## src/rtl/quadrature_pkg.sv

```systemverilog
// Shared types and constants for the quadrature generator: phase encoding,
// AB lookup, FSM states and direction codes.
package quadrature_pkg;

    typedef logic [1:0] phase_t;

    // AB pattern for each phase: p=0 -> 00, 1 -> 10, 2 -> 11, 3 -> 01 (bit 1 = A, bit 0 = B).
    localparam logic [3:0][1:0] QUAD_AB_LUT = {2'b01, 2'b11, 2'b10, 2'b00};

    typedef enum logic [1:0] {
        StIdle,
        StRun,
        StFinish
    } quad_state_t;

    localparam logic QUAD_DIR_FWD = 1'b0;
    localparam logic QUAD_DIR_REV = 1'b1;

    // One quadrature step; forward advances the phase so a decoder counts up.
    function automatic phase_t quad_step(input phase_t p, input logic dir);
        return (dir == QUAD_DIR_REV) ? p - 2'd1 : p + 2'd1;
    endfunction

endpackage

```

## src/rtl/quadrature_generator_if.sv

```systemverilog
// Command / status bundle of the quadrature generator.
interface quadrature_generator_if #(
    parameter int unsigned STEP_W = 16,
    parameter int unsigned DIV_W  = 16
);
    logic              cmd_valid;
    logic              cmd_ready;
    logic [STEP_W-1:0] cmd_steps;
    logic [DIV_W-1:0]  cmd_period;
    logic              abort;
    logic              busy;
    logic              done;

    modport master (
        output cmd_valid, cmd_steps, cmd_period, abort,
        input  cmd_ready, busy, done
    );

    modport slave (
        input  cmd_valid, cmd_steps, cmd_period, abort,
        output cmd_ready, busy, done
    );
endinterface

```

## src/rtl/quadrature_rate_timer.sv

```systemverilog
// Edge-rate down-counter. The accept cycle counts as the first cycle of the
// first period, so a load with period 1 ticks immediately and longer periods
// start one count short.
module quadrature_rate_timer #(
    parameter int unsigned DIV_W = 16
) (
    input  logic             clk,
    input  logic             reset,
    input  logic             load_i,
    input  logic [DIV_W-1:0] period_i,
    input  logic             en_i,
    output logic             tick_o
);
    logic [DIV_W-1:0] period_q;
    logic [DIV_W-1:0] count_q;
    logic [DIV_W-1:0] period_clamped;

    assign period_clamped = (period_i == '0) ? DIV_W'(1) : period_i;
    assign tick_o = load_i ? (period_clamped == DIV_W'(1))
                           : (en_i && (count_q == DIV_W'(1)));

    // Latch the period on load, then count down and reload on each tick.
    always_ff @(posedge clk or negedge reset) begin
        if (!reset) begin
            period_q <= DIV_W'(1);
            count_q  <= DIV_W'(1);
        end else if (load_i) begin
            period_q <= period_clamped;
            count_q  <= (period_clamped == DIV_W'(1)) ? DIV_W'(1) : period_clamped - DIV_W'(1);
        end else if (en_i) begin
            count_q <= tick_o ? period_q : count_q - DIV_W'(1);
        end
    end
endmodule

```

## src/rtl/quadrature_generator.sv

```systemverilog
// Quadrature A/B generator driven by a signed step command.
// Optional: define QUADGEN_POSITION_EN to add a 32-bit signed edge position output.
module quadrature_generator
    import quadrature_pkg::*;
#(
    parameter int unsigned STEP_W = 16,
    parameter int unsigned DIV_W  = 16
) (
    input  logic                  clk,
    input  logic                  reset,
    quadrature_generator_if.slave bus,
    output logic                  quadA,
    output logic                  quadB
`ifdef QUADGEN_POSITION_EN
    ,
    output logic [31:0]           position
`endif
);
    quad_state_t       state_q;
    logic [STEP_W-1:0] rem_q;
    logic              dir_q;
    phase_t            p_q;
    logic [1:0]        ab_q;
    logic              busy_q;
    logic              done_q;
    logic              ready_q;

    logic              accept;
    logic              tick;
    logic              timer_en;
    logic              step_en;
    logic              step_dir;
    logic              cmd_dir;
    logic [STEP_W-1:0] steps_abs;
    phase_t            p_next;

    assign accept    = bus.cmd_valid && ready_q;
    assign cmd_dir   = bus.cmd_steps[STEP_W-1] ? QUAD_DIR_REV : QUAD_DIR_FWD;
    // Two's-complement magnitude; the most-negative value maps to 2^(STEP_W-1).
    assign steps_abs = bus.cmd_steps[STEP_W-1] ? (~bus.cmd_steps + STEP_W'(1)) : bus.cmd_steps;
    assign timer_en  = (state_q == StRun) && !bus.abort;
    assign step_dir  = (state_q == StIdle) ? cmd_dir : dir_q;
    assign step_en   = (state_q == StIdle) ? (accept && tick && (steps_abs != '0))
                                           : ((state_q == StRun) && tick);
    assign p_next    = quad_step(p_q, step_dir);

    quadrature_rate_timer #(
        .DIV_W (DIV_W)
    ) u_timer (
        .clk      (clk),
        .reset    (reset),
        .load_i   (accept),
        .period_i (bus.cmd_period),
        .en_i     (timer_en),
        .tick_o   (tick)
    );

    // Command FSM with the phase register and registered outputs.
    always_ff @(posedge clk or negedge reset) begin
        if (!reset) begin
            state_q <= StIdle;
            rem_q   <= '0;
            dir_q   <= QUAD_DIR_FWD;
            p_q     <= '0;
            ab_q    <= 2'b00;
            busy_q  <= 1'b0;
            done_q  <= 1'b0;
            ready_q <= 1'b1;
        end else begin
            done_q <= 1'b0;
            if (step_en) begin
                p_q  <= p_next;
                ab_q <= QUAD_AB_LUT[p_next];
            end
            case (state_q)
                StIdle: begin
                    if (accept) begin
                        dir_q <= cmd_dir;
                        if (steps_abs == '0) begin
                            state_q <= StFinish;
                            ready_q <= 1'b0;
                            done_q  <= 1'b0 | 1'b1;
                        end else if (tick && (steps_abs == STEP_W'(1))) begin
                            // Single edge at period 1 completes in the accept cycle.
                            done_q <= 1'b1;
                        end else begin
                            state_q <= StRun;
                            busy_q  <= 1'b1;
                            ready_q <= 1'b0;
                            rem_q   <= tick ? steps_abs - STEP_W'(1) : steps_abs;
                        end
                    end
                end
                StRun: begin
                    if (bus.abort) begin
                        state_q <= StFinish;
                        busy_q  <= 1'b0;
                        done_q  <= 1'b1;
                    end else if (tick) begin
                        rem_q <= rem_q - STEP_W'(1);
                        if (rem_q == STEP_W'(1)) begin
                            state_q <= StIdle;
                            busy_q  <= 1'b0;
                            ready_q <= 1'b1;
                            done_q  <= 1'b1;
                        end
                    end
                end
                StFinish: begin
                    state_q <= StIdle;
                    ready_q <= 1'b1;
                end
                default: begin
                    state_q <= StIdle;
                    busy_q  <= 1'b0;
                    ready_q <= 1'b1;
                end
            endcase
        end
    end

    assign quadA         = ab_q[1];
    assign quadB         = ab_q[0];
    assign bus.cmd_ready = ready_q;
    assign bus.busy      = busy_q;
    assign bus.done      = done_q;

`ifdef QUADGEN_POSITION_EN
    logic [31:0] position_q;

    // Signed edge total, tracking exactly what a raw edge-counting decoder sees.
    always_ff @(posedge clk or negedge reset) begin
        if (!reset) begin
            position_q <= '0;
        end else if (step_en) begin
            position_q <= (step_dir == QUAD_DIR_REV) ? position_q - 32'd1 : position_q + 32'd1;
        end
    end

    assign position = position_q;
`endif
endmodule

```

## src/flat_wrapper.sv

```systemverilog
// flat-port wrapper written by rule: the top's interface ports become plain ports
module quadrature_generator_flat import quadrature_pkg::*;
#(
    parameter int unsigned STEP_W = 16,
    parameter int unsigned DIV_W  = 16
)
  (clk, reset, quadA, quadB, bus_cmd_valid, bus_cmd_steps, bus_cmd_period, bus_abort, bus_cmd_ready, bus_busy, bus_done);
  quadrature_generator_if #(.STEP_W(STEP_W), .DIV_W(DIV_W)) bus_i ();
  input  logic clk;
  input  logic reset;
  output logic quadA;
  output logic quadB;
  input wire logic [$bits(bus_i.cmd_valid)-1:0] bus_cmd_valid;
  input wire logic [$bits(bus_i.cmd_steps)-1:0] bus_cmd_steps;
  input wire logic [$bits(bus_i.cmd_period)-1:0] bus_cmd_period;
  input wire logic [$bits(bus_i.abort)-1:0] bus_abort;
  output wire logic [$bits(bus_i.cmd_ready)-1:0] bus_cmd_ready;
  output wire logic [$bits(bus_i.busy)-1:0] bus_busy;
  output wire logic [$bits(bus_i.done)-1:0] bus_done;
  assign bus_i.cmd_valid = bus_cmd_valid;
  assign bus_i.cmd_steps = bus_cmd_steps;
  assign bus_i.cmd_period = bus_cmd_period;
  assign bus_i.abort = bus_abort;
  assign bus_cmd_ready = bus_i.cmd_ready;
  assign bus_busy = bus_i.busy;
  assign bus_done = bus_i.done;
  quadrature_generator #(.STEP_W(STEP_W), .DIV_W(DIV_W)) u_core (.clk(clk), .reset(reset), .bus(bus_i), .quadA(quadA), .quadB(quadB));
endmodule
```

## config.mk

```make
export PLATFORM = sky130hd
export DESIGN_NAME = quadrature_generator_flat
export DESIGN_NICKNAME = d
export VERILOG_FILES = /design/src/rtl/quadrature_pkg.sv /design/src/rtl/quadrature_generator_if.sv /design/src/rtl/quadrature_rate_timer.sv /design/src/rtl/quadrature_generator.sv /design/src/flat_wrapper.sv
export SDC_FILE = /design/constraint.sdc
export NUM_CORES = 1
export LEC_CHECK = 0
export ABC_AREA = 1
export CAP_MARGIN = 10
export CORE_UTILIZATION = 50
export CTS_CLUSTER_DIAMETER = 50
export DETAILED_ROUTE_END_ITERATION = 16
export PLACE_DENSITY = 0.77
export SLEW_MARGIN = 10
export SYNTH_ARGS = -nofsm -noshare
export SYNTH_HDL_FRONTEND = slang
export SYNTH_SLANG_ARGS = --single-unit
```

## constraint.sdc

```tcl
create_clock -name clk -period 4.2 [get_ports clk]
set_clock_uncertainty 0.05 [all_clocks]
set_input_delay 0.63 -clock clk [delete_from_list [all_inputs] [get_ports clk]]
set_output_delay 0.63 -clock clk [all_outputs]
set_load 0.02 [all_outputs]
```

==> flow_summary.yaml <==
die:
  core_um2: 9330
  rows: 35
  ios: 41
  die_h_um: 100
  initial_core_util: 0.519
  dieArea_um2: 10100
  die_x_um: 100
route:
  first_pass_iters: 5
  via_count: 5089
  wirelength_um: 12600
  antenna_left: 0
  wl_per_cell_um: 13.4
  drt_iter0_drc: 286
  drc: 0
  vias_per_cell: 5.43
grt:
  antenna_found_initial: 0
  grt_pass1_wl_um: 21400
  grt_use_total: 0.270
  grt_pass1_vias: 4925
  grt_max_degree: 44
  globalRouteOverflowTotal: 0
cts:
  hold_buffers: 0
  clock_sinks: 57
  clock_path_buffers: 2
  htreeDepth: 3
  clk_pin_slew_ns: 0.07
  cts_tree: "built"
  ctsRootBufferMaster: "clkbuf_8"
  clock_latency_ns: 0.34
  cts_resized: 0
  cts-buffers-inserted: 9
  post-cts-setup-buffers: 0
timing:
  finalHoldViolCount: 0
  tightest_slew_ns: 0.738
  max_slew_margin: 0.507
  fmax_mhz: 293
  setup_tns_ns: 0
  hold_ws_ns: 0.268
  setup_viol: 0
  timing.final.max_slew_violations: 0
  fin_crit_ns: 3.41
  rsz0062_at_grt: "false"
  post-route-period-util: 0.812
synth:
  synthCells: 764
  synthTopCellsByArea: "dfrtp_1, nand2_1, o21ai_0"
  synth_nets: 809
  ys_seq_area_frac: 0.296
  async_reset_ff_frac: 1.00
  syn_area_um2: 4840
  syn_area_per_cell_um2: 6.33
  synth_seq_cells: 57
  synth_ff_type: "dfrtp_1"
  synthDistinctLibCells: 42
  synth_top_area_cell: "dfrtp_1"
  synth_warnings: 0
  yosysTopAreaCellShare: 0.279
  synth_edf_count: 0
critical_path:
  required_ns: 4.38
  reg2regPathDepth: 14
  crit_chain: "clkdlybuf4s50_1 -> nor2_2 -> nand3_1 -> nor2_2 -> nand2_1 -> nand2_1 -> ha_1 -> nand2_1 -> nor2_1 -> nand2_1 -> nand2_4 -> nand2_4 -> inv_2 -> nand3_1 -> nor2_1 -> nand3_1 -> nand3_1 -> nand2_1 -> nand2_1 -> nand2_1"
  slowest_delay_ns: 0.49
  cpMostUsedCell: "nand2_1"
  crit_arrival_ns: 3.59
  end_kind: "register"
  crit_slowest_cell: "clkdlybuf4s50_1"
  timing_worst_setup_path_type: "in -> reg"
  r2r_setup_slack_ns: 1.54
  r2r_start: "u_core.u_timer.count_q[0]"
  cp-start-kind: "input pin"
  critPathMaxFanout: 27
  r2r-end: "u_core.rem_q[13]"
min_path:
  hold_path.class: "in -> async"
place:
  dp_hpwl_um: 9630
  gp_congestion: 0.953
  dp_cells: 921
  dpl-instance-area_um2: 5330
  numPortBuffers: 40
finish:
  fin_cells: 937
  final_common_cell: "nand2_1"
  n_fill_cell: 917
  syn2layout_area_growth_pct: 14.5
  final_nets: 848
  layout_common_cells: "nand2_1, nor2_1, inv_1, o21ai_0, nand3_1"
  insertedDiodeCount: 0
  ff_latch_area_um2: 1430
  multi_input_area_um2: 2980
  postLayoutCellArea_um2: 5540
  final_layout_size_suffix_gt1_frac: 0.0866
pwr:
  power_mw: 3.18
  powerDensity_nw_per_um2: 574
  p_leak_nw: 2.67
  ir_drop_mv: 0.240
run_status:
  status: "finished clean"
job:
  maxCapViolCount: 0
[cell usage after synthesis, drive strengths merged (2+ instances only)]
cell    instances
nand2         250
nor2          100
inv            87
o21ai          72
nand3          70
dfrtp          54
a21oi          24
xor2           15
nand4          11
clkbuf         10
a31oi           9
ha              9
nor3            8
buf             6
nand3b          5
xnor2           5
a22oi           4
o211ai          4
dfstp           3
or2             3
and3            2
clkinv          2
o22ai           2
o31ai           2
[logic make-up (layout without fill, tap and decap cells)]
logic type	Yosys count	after routing	synth area share
AND/OR/NAND/NOR	451	451	0.419
AO/OA/AOI/OAI	121	121	0.136
buffers and inverters	105	149	0.0882
flip-flops	57	57	0.296
XOR/XNOR	20	20	0.0362
adder cells (fa/ha/maj)	9	9	0.0233
multiplexers	1	1	0.00207
[worst max-delay path, delay by kind of cell]
family / cells / cell delay (ns)
buffers and inverters: 2 / 0.77
AND/OR/NAND/NOR: 17 / 1.99
adder cells (fa/ha/maj): 1 / 0.19
[final cells by class]
class	count	share of cell area
clock buffers	12	0.0280
clock inverters	4	0.00926
inverters	89	0.0603
multi-input cells	602	0.538
flip-flops and latches	57	0.258
well taps	129	0.0291
repair buffers	44	0.0768
[worst max path at each step]
stage / startpoint / end / slack (ns)
6_report: bus_cmd_period[9] / u_core.rem_q[13] / 0.79
5_1_grt: bus_cmd_period[9] / u_core.rem_q[15] / 0.42
4_1_cts: bus_cmd_period[9] / u_core.rem_q[13] / 0.83
3_5_place_dp: bus_cmd_period[9] / u_core.rem_q[13] / 0.46
3_3_place_gp: bus_cmd_period[9] / u_core.rem_q[13] / 0.65
2_1_floorplan: bus_cmd_period[5] / u_core.rem_q[7] / 1.61
[report_power, final]
| group | total, mW | switching [mW] | internal (mW) |
|---|---|---|---|
| logic | 1.63 | 1.03 | 0.593 |
| registers | 1.01 | 0.198 | 0.813 |
| clock network | 0.542 | 0.235 | 0.307 |
| total | 3.18 | 1.47 | 1.71 |
[state kept, by name, indices dropped and copies added (netlist names), 2 cells and up]
signal	count
u_core.rem_q	16
u_core.u_timer.count_q	16
u_core.u_timer.period_q	16
u_core.ab_q	2
u_core.state_q	2
[layer usage]
metal	wire length, µm	GRT usage
met5	0	0
met4	415	0.123
met1	5250	0.304
met2	6370	0.497
met3	521	0.0439
[metrics by stage]
step / worst slack, ns / util
after floorplan: 1.61 / -
after global routing: 0.416 / 0.594
final: 0.791 / 0.594
after global placement: 0.646 / 0.572
after detailed placement: 0.462 / 0.572
after CTS: 0.833 / 0.594
No activity file was read; power rests on OpenSTA's default activity.
